==> config.mk <==
export PLATFORM = sky130hd
export DESIGN_NAME = xir_tx
export DESIGN_NICKNAME = d
export VERILOG_FILES = /design/src/rtl/xir_tx_pkg.sv /design/src/rtl/xir_carrier.sv /design/src/rtl/xir_tx.sv
export SDC_FILE = /design/constraint.sdc
export NUM_CORES = 1
export LEC_CHECK = 0
export ABC_AREA = 1
export BUFFER_PORTS_ARGS = -buffer_cell sky130_fd_sc_hd__buf_2
export CAP_MARGIN = 20
export CORE_MARGIN = 4
export CORE_UTILIZATION = 30
export DETAILED_ROUTE_END_ITERATION = 7
export GPL_TIMING_DRIVEN = 0
export PLACE_DENSITY_LB_ADDON = 0.3
export SYNTH_ARGS = -nofsm -noshare
export SYNTH_HDL_FRONTEND = slang
export SYNTH_SLANG_ARGS = --single-unit
==> constraint.sdc <==
create_clock -name Clk -period 4 [get_ports Clk]
set_input_delay 0.8 -clock Clk [delete_from_list [all_inputs] [get_ports Clk]]
set_output_delay 0.8 -clock Clk [all_outputs]
set_load 0.03 [all_outputs]
==> src/rtl/xir_tx_pkg.sv <==
// xir_tx_pkg: register addresses, status bit positions and FSM encodings shared by the XIR transmitter
package xir_tx_pkg;
    localparam logic [1:0] XTX_DATA = 2'd0;
    localparam logic [1:0] XTX_CTRL = 2'd1;
    localparam logic [1:0] XTX_STAT = 2'd2;
    localparam logic [1:0] XTX_CARR = 2'd3;

    localparam int STAT_BUSY = 0;
    localparam int STAT_FULL = 1;
    localparam int STAT_OVR  = 2;
    localparam int STAT_DONE = 3;

    localparam logic [2:0] S_IDLE   = 3'd0;
    localparam logic [2:0] S_HMARK  = 3'd1;
    localparam logic [2:0] S_HSPACE = 3'd2;
    localparam logic [2:0] S_BMARK  = 3'd3;
    localparam logic [2:0] S_BSPACE = 3'd4;
    localparam logic [2:0] S_TMARK  = 3'd5;
    localparam logic [2:0] S_GAP    = 3'd6;

    function automatic logic isMark(input logic [2:0] s);
        return s == S_HMARK || s == S_BMARK || s == S_TMARK;
    endfunction
endpackage

==> src/rtl/xir_carrier.sv <==
// xir_carrier: carrier phase generator for the IR LED, toggling every Div cycles while Run is high
//   Clk, Reset  clock, asynchronous active-low reset
//   Run         high while the transmitter is (about to be) in a mark state
//   Div         half-period in Clk cycles; 0 holds Phase at 1 (unmodulated)
//   Phase       registered carrier phase, 0 whenever Run is low
module xir_carrier (
    input  logic        Clk,
    input  logic        Reset,
    input  logic        Run,
    input  logic [15:0] Div,
    output logic        Phase
);
    logic [15:0] cnt;

    // Idle forces cnt=0/Phase=0, so the first running cycle reloads and raises Phase.
    always_ff @(posedge Clk or negedge Reset) begin
        if (!Reset) begin
            cnt   <= '0;
            Phase <= 1'b0;
        end else if (!Run) begin
            cnt   <= '0;
            Phase <= 1'b0;
        end else if (cnt == 16'd0) begin
            Phase <= (Div == 16'd0) | ~Phase;
            cnt   <= (Div == 16'd0) ? 16'd0 : Div - 16'd1;
        end else begin
            cnt <= cnt - 16'd1;
        end
    end
endmodule

==> src/rtl/xir_tx.sv <==
// xir_tx: CPU-programmable IR message transmitter (header, pulse-distance bits LSB first, trailer, gap)
//   Clk, Reset                  clock, asynchronous active-low reset
//   Addr, DataWr, DataRd        register select, write data, combinational read data
//   En, Rd, Wr                  block select, read strobe, one-cycle write strobe
//   LedOut                      registered, carrier-modulated LED drive
//   IntStatus, IntReset         Done & IntEn, one-cycle pulse clearing Done
module xir_tx
    import xir_tx_pkg::*;
#(
    parameter int UNIT_CYC    = 30000,
    parameter int HDR_MARK_U  = 4,
    parameter int HDR_SPACE_U = 1,
    parameter int GAP_U       = 8,
    parameter int CARR_DEF    = 658
) (
    input  logic        Clk,
    input  logic        Reset,
    input  logic [1:0]  Addr,
    input  logic [15:0] DataWr,
    output logic [15:0] DataRd,
    input  logic        En,
    input  logic        Rd,
    input  logic        Wr,
    output logic        LedOut,
    output logic        IntStatus,
    input  logic        IntReset
);
    localparam int CW = $clog2(UNIT_CYC + 1);

    logic [2:0]    state, stateNext;
    logic [CW-1:0] cycCnt;
    logic [7:0]    unitCnt, unitLen;
    logic [15:0]   hold, shift, carrDiv, rdStat;
    logic [4:0]    nBits, bitCnt;
    logic          txEn, intEn, full, ovr, done;
    logic          busy, unitEnd, stateEnd, load, wrData, wrCtrl, wrStat, wrCarr, accept;

    assign busy    = state != S_IDLE;
    assign wrData  = En & Wr & (Addr == XTX_DATA);
    assign wrCtrl  = En & Wr & (Addr == XTX_CTRL);
    assign wrStat  = En & Wr & (Addr == XTX_STAT);
    assign wrCarr  = En & Wr & (Addr == XTX_CARR);
    assign unitLen = state == S_HMARK  ? 8'(HDR_MARK_U)  :
                     state == S_HSPACE ? 8'(HDR_SPACE_U) :
                     state == S_GAP    ? 8'(GAP_U)       :
                     (state == S_BSPACE && shift[0]) ? 8'd3 : 8'd1;
    assign unitEnd  = cycCnt == CW'(UNIT_CYC - 1);
    assign stateEnd = busy & unitEnd & (unitCnt == unitLen - 8'd1);
    // A frame starts from IDLE, or back-to-back straight out of the gap.
    assign load     = txEn & full & (!busy | (state == S_GAP & stateEnd));
    // Hold frees up on the same edge it moves to Shift, so a write then is accepted.
    assign accept   = wrData & (!full | load);
    assign IntStatus = done & intEn;

    always_comb begin
        stateNext = state;
        if (load) stateNext = S_HMARK;
        else if (stateEnd)
            case (state)
                S_HMARK:  stateNext = S_HSPACE;
                S_HSPACE: stateNext = S_BMARK;
                S_BMARK:  stateNext = S_BSPACE;
                S_BSPACE: stateNext = bitCnt == 5'd1 ? S_TMARK : S_BMARK;
                S_TMARK:  stateNext = S_GAP;
                default:  stateNext = S_IDLE;
            endcase
    end

    always_ff @(posedge Clk or negedge Reset) begin
        if (!Reset) begin
            state   <= S_IDLE;
            cycCnt  <= '0;
            unitCnt <= '0;
            shift   <= '0;
            bitCnt  <= '0;
        end else begin
            state   <= stateNext;
            cycCnt  <= (load | stateEnd | unitEnd | !busy) ? '0 : cycCnt + CW'(1);
            unitCnt <= (load | stateEnd | !busy) ? '0 : unitCnt + 8'(unitEnd);
            if (load) begin
                shift  <= hold;
                bitCnt <= nBits == 5'd0 ? 5'd16 : nBits;
            end else if (stateEnd && state == S_BSPACE) begin
                shift  <= shift >> 1;
                bitCnt <= bitCnt - 5'd1;
            end
        end
    end

    always_ff @(posedge Clk or negedge Reset) begin
        if (!Reset) begin
            hold    <= '0;
            full    <= 1'b0;
            ovr     <= 1'b0;
            done    <= 1'b0;
            nBits   <= '0;
            txEn    <= 1'b0;
            intEn   <= 1'b0;
            carrDiv <= 16'(CARR_DEF);
        end else begin
            if (accept) hold <= DataWr;
            full <= accept | (full & !load);
            // Set beats clear when both land on the same edge.
            ovr  <= (wrData & full & !load) | (ovr & !(wrStat & DataWr[STAT_OVR]));
            done <= (state == S_GAP & stateEnd) | (done & !(IntReset | (wrStat & DataWr[STAT_DONE])));
            if (wrCtrl) begin
                nBits <= DataWr[4:0];
                txEn  <= DataWr[8];
                intEn <= DataWr[9];
            end
            if (wrCarr) carrDiv <= DataWr;
        end
    end

    // The carrier follows the next state so LedOut is already driven in the first mark cycle.
    xir_carrier carrier (
        .Clk  (Clk),
        .Reset(Reset),
        .Run  (isMark(stateNext)),
        .Div  (carrDiv),
        .Phase(LedOut)
    );

    always_comb begin
        rdStat = '0;
        rdStat[STAT_BUSY] = busy;
        rdStat[STAT_FULL] = full;
        rdStat[STAT_OVR]  = ovr;
        rdStat[STAT_DONE] = done;
    end

    assign DataRd = !(En & Rd)         ? 16'd0 :
                    Addr == XTX_DATA   ? hold  :
                    Addr == XTX_CTRL   ? {6'd0, intEn, txEn, 3'd0, nBits} :
                    Addr == XTX_STAT   ? rdStat : carrDiv;
endmodule
==> reports/qor.csv <==
stage;metric;value;unit
status;status;complete, no violations;
worst_setup_path;cp.required;3.20;ns
place;placed_area;0.00664;mm2
clocking;cts_root_buf;clkbuf_16;
floorplan;die_w;150;um
drt;drt-total-wl;15700;um
drt;drc;0;
pwr;leakage;3.41;nW
timing;worst-slew-pin-transition;0.748;ns
floorplan;rows;51;
timing;period_share;87.6;%
global_routing;grt_pass1_wl;26100;um
place;globalplace.congestion;0.842;
worst_setup_path;critPathMaxFanout;10;
clocking;cts_inserted_buffers;9;
synthesis;synth.distinct_cells;43;
clocking;htreeDepth;3;
place;dp.final_hpwl;11900;um
clocking;clkLatencyLatePin;0.36;ns
synthesis;ys_ff_latch;106;
drt;via_per_inst;4.73;
global_routing;grt_max_degree;85;
worst_setup_path;end_kind;primary output;
drt;ant_nets;0;
global_routing;gr-usage-all-layers;14.6;%
synthesis;synth_top_flop_cell;dfrtp_1;
timing;finalMaxSlewViolations;0;
drt;dr_total_vias;5182;
timing;setup_tns;0;ns
worst_setup_path;cp-start-kind;input port;
place;dp.cells;1080;
synthesis;syn_nets;806;
synthesis;synth-seq-area-share;43.8;%
cells_and_area;design_area;0.00698;mm2
timing;finalHoldViolCount;0;
worst_setup_path;critPathArrivalTime;2.71;ns
timing;holdWs;0.293;ns
timing;maxSlewHeadroom;48.8;%
synthesis;synth_area_leaders;dfrtp_1 42%, nand2_1 12%, nand3_1 6.8%;
floorplan;die_area;0.0226;mm2
floorplan;num_io_pins;42;
timing;fmax;0.285;GHz
clocking;postCtsHoldBufs;0;
synthesis;synth_warnings;0;
synthesis;avgSynthCellArea;7.86;um2
clocking;cts_tree;built;
drt;drt_iter0_drc;318;
cells_and_area;fillCellCount;2097;
timing;period_minus_slack;3.51;ns
timing;setup_viol;0;
global_routing;antenna_found_initial;0;
cells_and_area;antenna_cells;0;
pwr;power_density;590;mW/mm2
floorplan;coreArea;0.0197;mm2
drt;wire_per_inst;14.4;um
global_routing;grt_pass1_vias;5039;
place;numPortBuffers;41;
cells_and_area;area_growth;14.9;%
synthesis;syn_inst;773;
floorplan;die_h;150;um
synthesis;yosys.cell_count.top_type;nand2_1;
synthesis;synth.top_cell.area_share;42.0;%
worst_setup_path;worstSetupPathType;in -> out;
timing;rsz0062_at_grt;no;
hold_path;min_path_type;in -> async;
synthesis;async_flop_share;100;%
clocking;clock_path_buffers;2;
cells_and_area;finish.net_count;859;
clocking;cts.sinks;106;
synthesis;syn_area;0.00607;mm2
cells_and_area;fin_cells;1096;
floorplan;start_util;30.8;%
cells_and_area;layout-drive-gt1-share;14.2;%
clocking;cts_setup_buffers;0;
synthesis;synth_common_cells;197 x nand2_1, 102 x dfrtp_1, 82 x nand3_1, 82 x nor2_1, 74 x inv_1;
synthesis;synth-edff-count;0;
timing;skew;0.0122;ns
clocking;clk_pin_slew_worst_paths;0.07;ns
clocking;cts_resized;0;
pwr;vdd_ir_drop_max;0.225;mV
job;maxCapViolCount;0;
cells_and_area;fin_util;35.4;%
drt;firstDrtPassIters;5;
global_routing;grt-ovfl-total;0;
synthesis;synth_top_area_cell;dfrtp_1;
[registers in the layout (all words and copies together), names as in the netlist]
| register | count |
|---|---|
| carrDiv | 16 |
| carrier.cnt | 16 |
| hold | 16 |
| shift | 16 |
| cycCnt | 15 |
| unitCnt | 8 |
| bitCnt | 5 |
| nBits | 5 |
| state | 3 |
| carrier.Phase | 1 |
| done | 1 |
| full | 1 |
| intEn | 1 |
| ovr | 1 |
| txEn | 1 |
[worst max-delay path, cell delays in order]
cell	delay, ns
buf_2	0.11
buf_1	0.38
nor2_1	0.10
inv_1	0.23
nor2_1	0.07
a2111oi_0	0.66
buf_2	0.34
[cell type report]
type / count / area [um2] / area share, %
Buffer: 22 / 148 / 2.12
Clock buffer: 9 / 225 / 3.23
Clock inverter: 7 / 109 / 1.56
Inverter: 77 / 289 / 4.14
Multi-Input combinational cell: 568 / 2980 / 42.7
Sequential cell: 106 / 2660 / 38.1
Tap cell: 265 / 332 / 4.75
Timing Repair Buffer: 42 / 239 / 3.42
[power by group]
| group | switching (mW) | internal (mW) | leakage (nW) |
|---|---|---|---|
| clock network | 0.440 | 0.563 | 0.164 |
| logic | 0.815 | 0.544 | 1.91 |
| registers | 0.334 | 1.42 | 1.33 |
[per-layer routing]
layer	GRT usage, %	wire length, um
met1	20.7	7550
met2	22.5	7120
met3	2.17	660
met4	5.22	348
met5	1.82	49
[worst paths after layout]
path,slack (ns),cells after the start,endpoint,from
max in group asynchronous,2.99,2,carrDiv[4],Reset
worst max register to register,1.83,11,shift[8],cycCnt[0]
worst min-delay path,0.29,1,unitCnt[2],Reset
worst min register to register,0.47,1,cycCnt[0],cycCnt[0]
min in group Clk,0.47,1,cycCnt[0],cycCnt[0]
worst max-delay path,0.49,7,DataRd[0],Addr[0]
[kinds of logic (layout without fill, tap and decap cells)]
| kind of cell | after synthesis | after routing | synth area share, % |
|---|---|---|---|
| buffers and inverters | 99 | 157 | 7.19 |
| adder cells (fa/ha/maj) | 9 | 9 | 1.85 |
| flip-flops | 106 | 106 | 43.8 |
| XOR/XNOR | 32 | 32 | 4.61 |
| multiplexers | 7 | 7 | 1.30 |
| AND/OR/NAND/NOR | 423 | 423 | 32.3 |
| AO/OA/AOI/OAI | 97 | 97 | 8.98 |
[cells in the final DEF (no fill, tap or decap), drive strengths merged, types with 6 or more instances in the layout]
cell type and count:
nor2 99, ha 9, mux2 7, nor3b 6
nand2 206, clkbuf 18, dfrtp 102, a22oi 6
o21ai 54, nand4 9, nor3 12, a21oi 24
inv 80, buf 55, nand3 84, xor2 27
[through the flow]
| step | total power, mW | setup slack (ns) |
|---|---|---|
| after floorplan | 2.73 | 0.326 |
| after global placement | 3.11 | 0.505 |
| after detailed placement | 3.14 | 0.476 |
| after CTS | 4.16 | 0.475 |
| after global routing | 4.42 | 0.306 |
| final | 4.12 | 0.494 |
(Power assumes the default switching activity.)
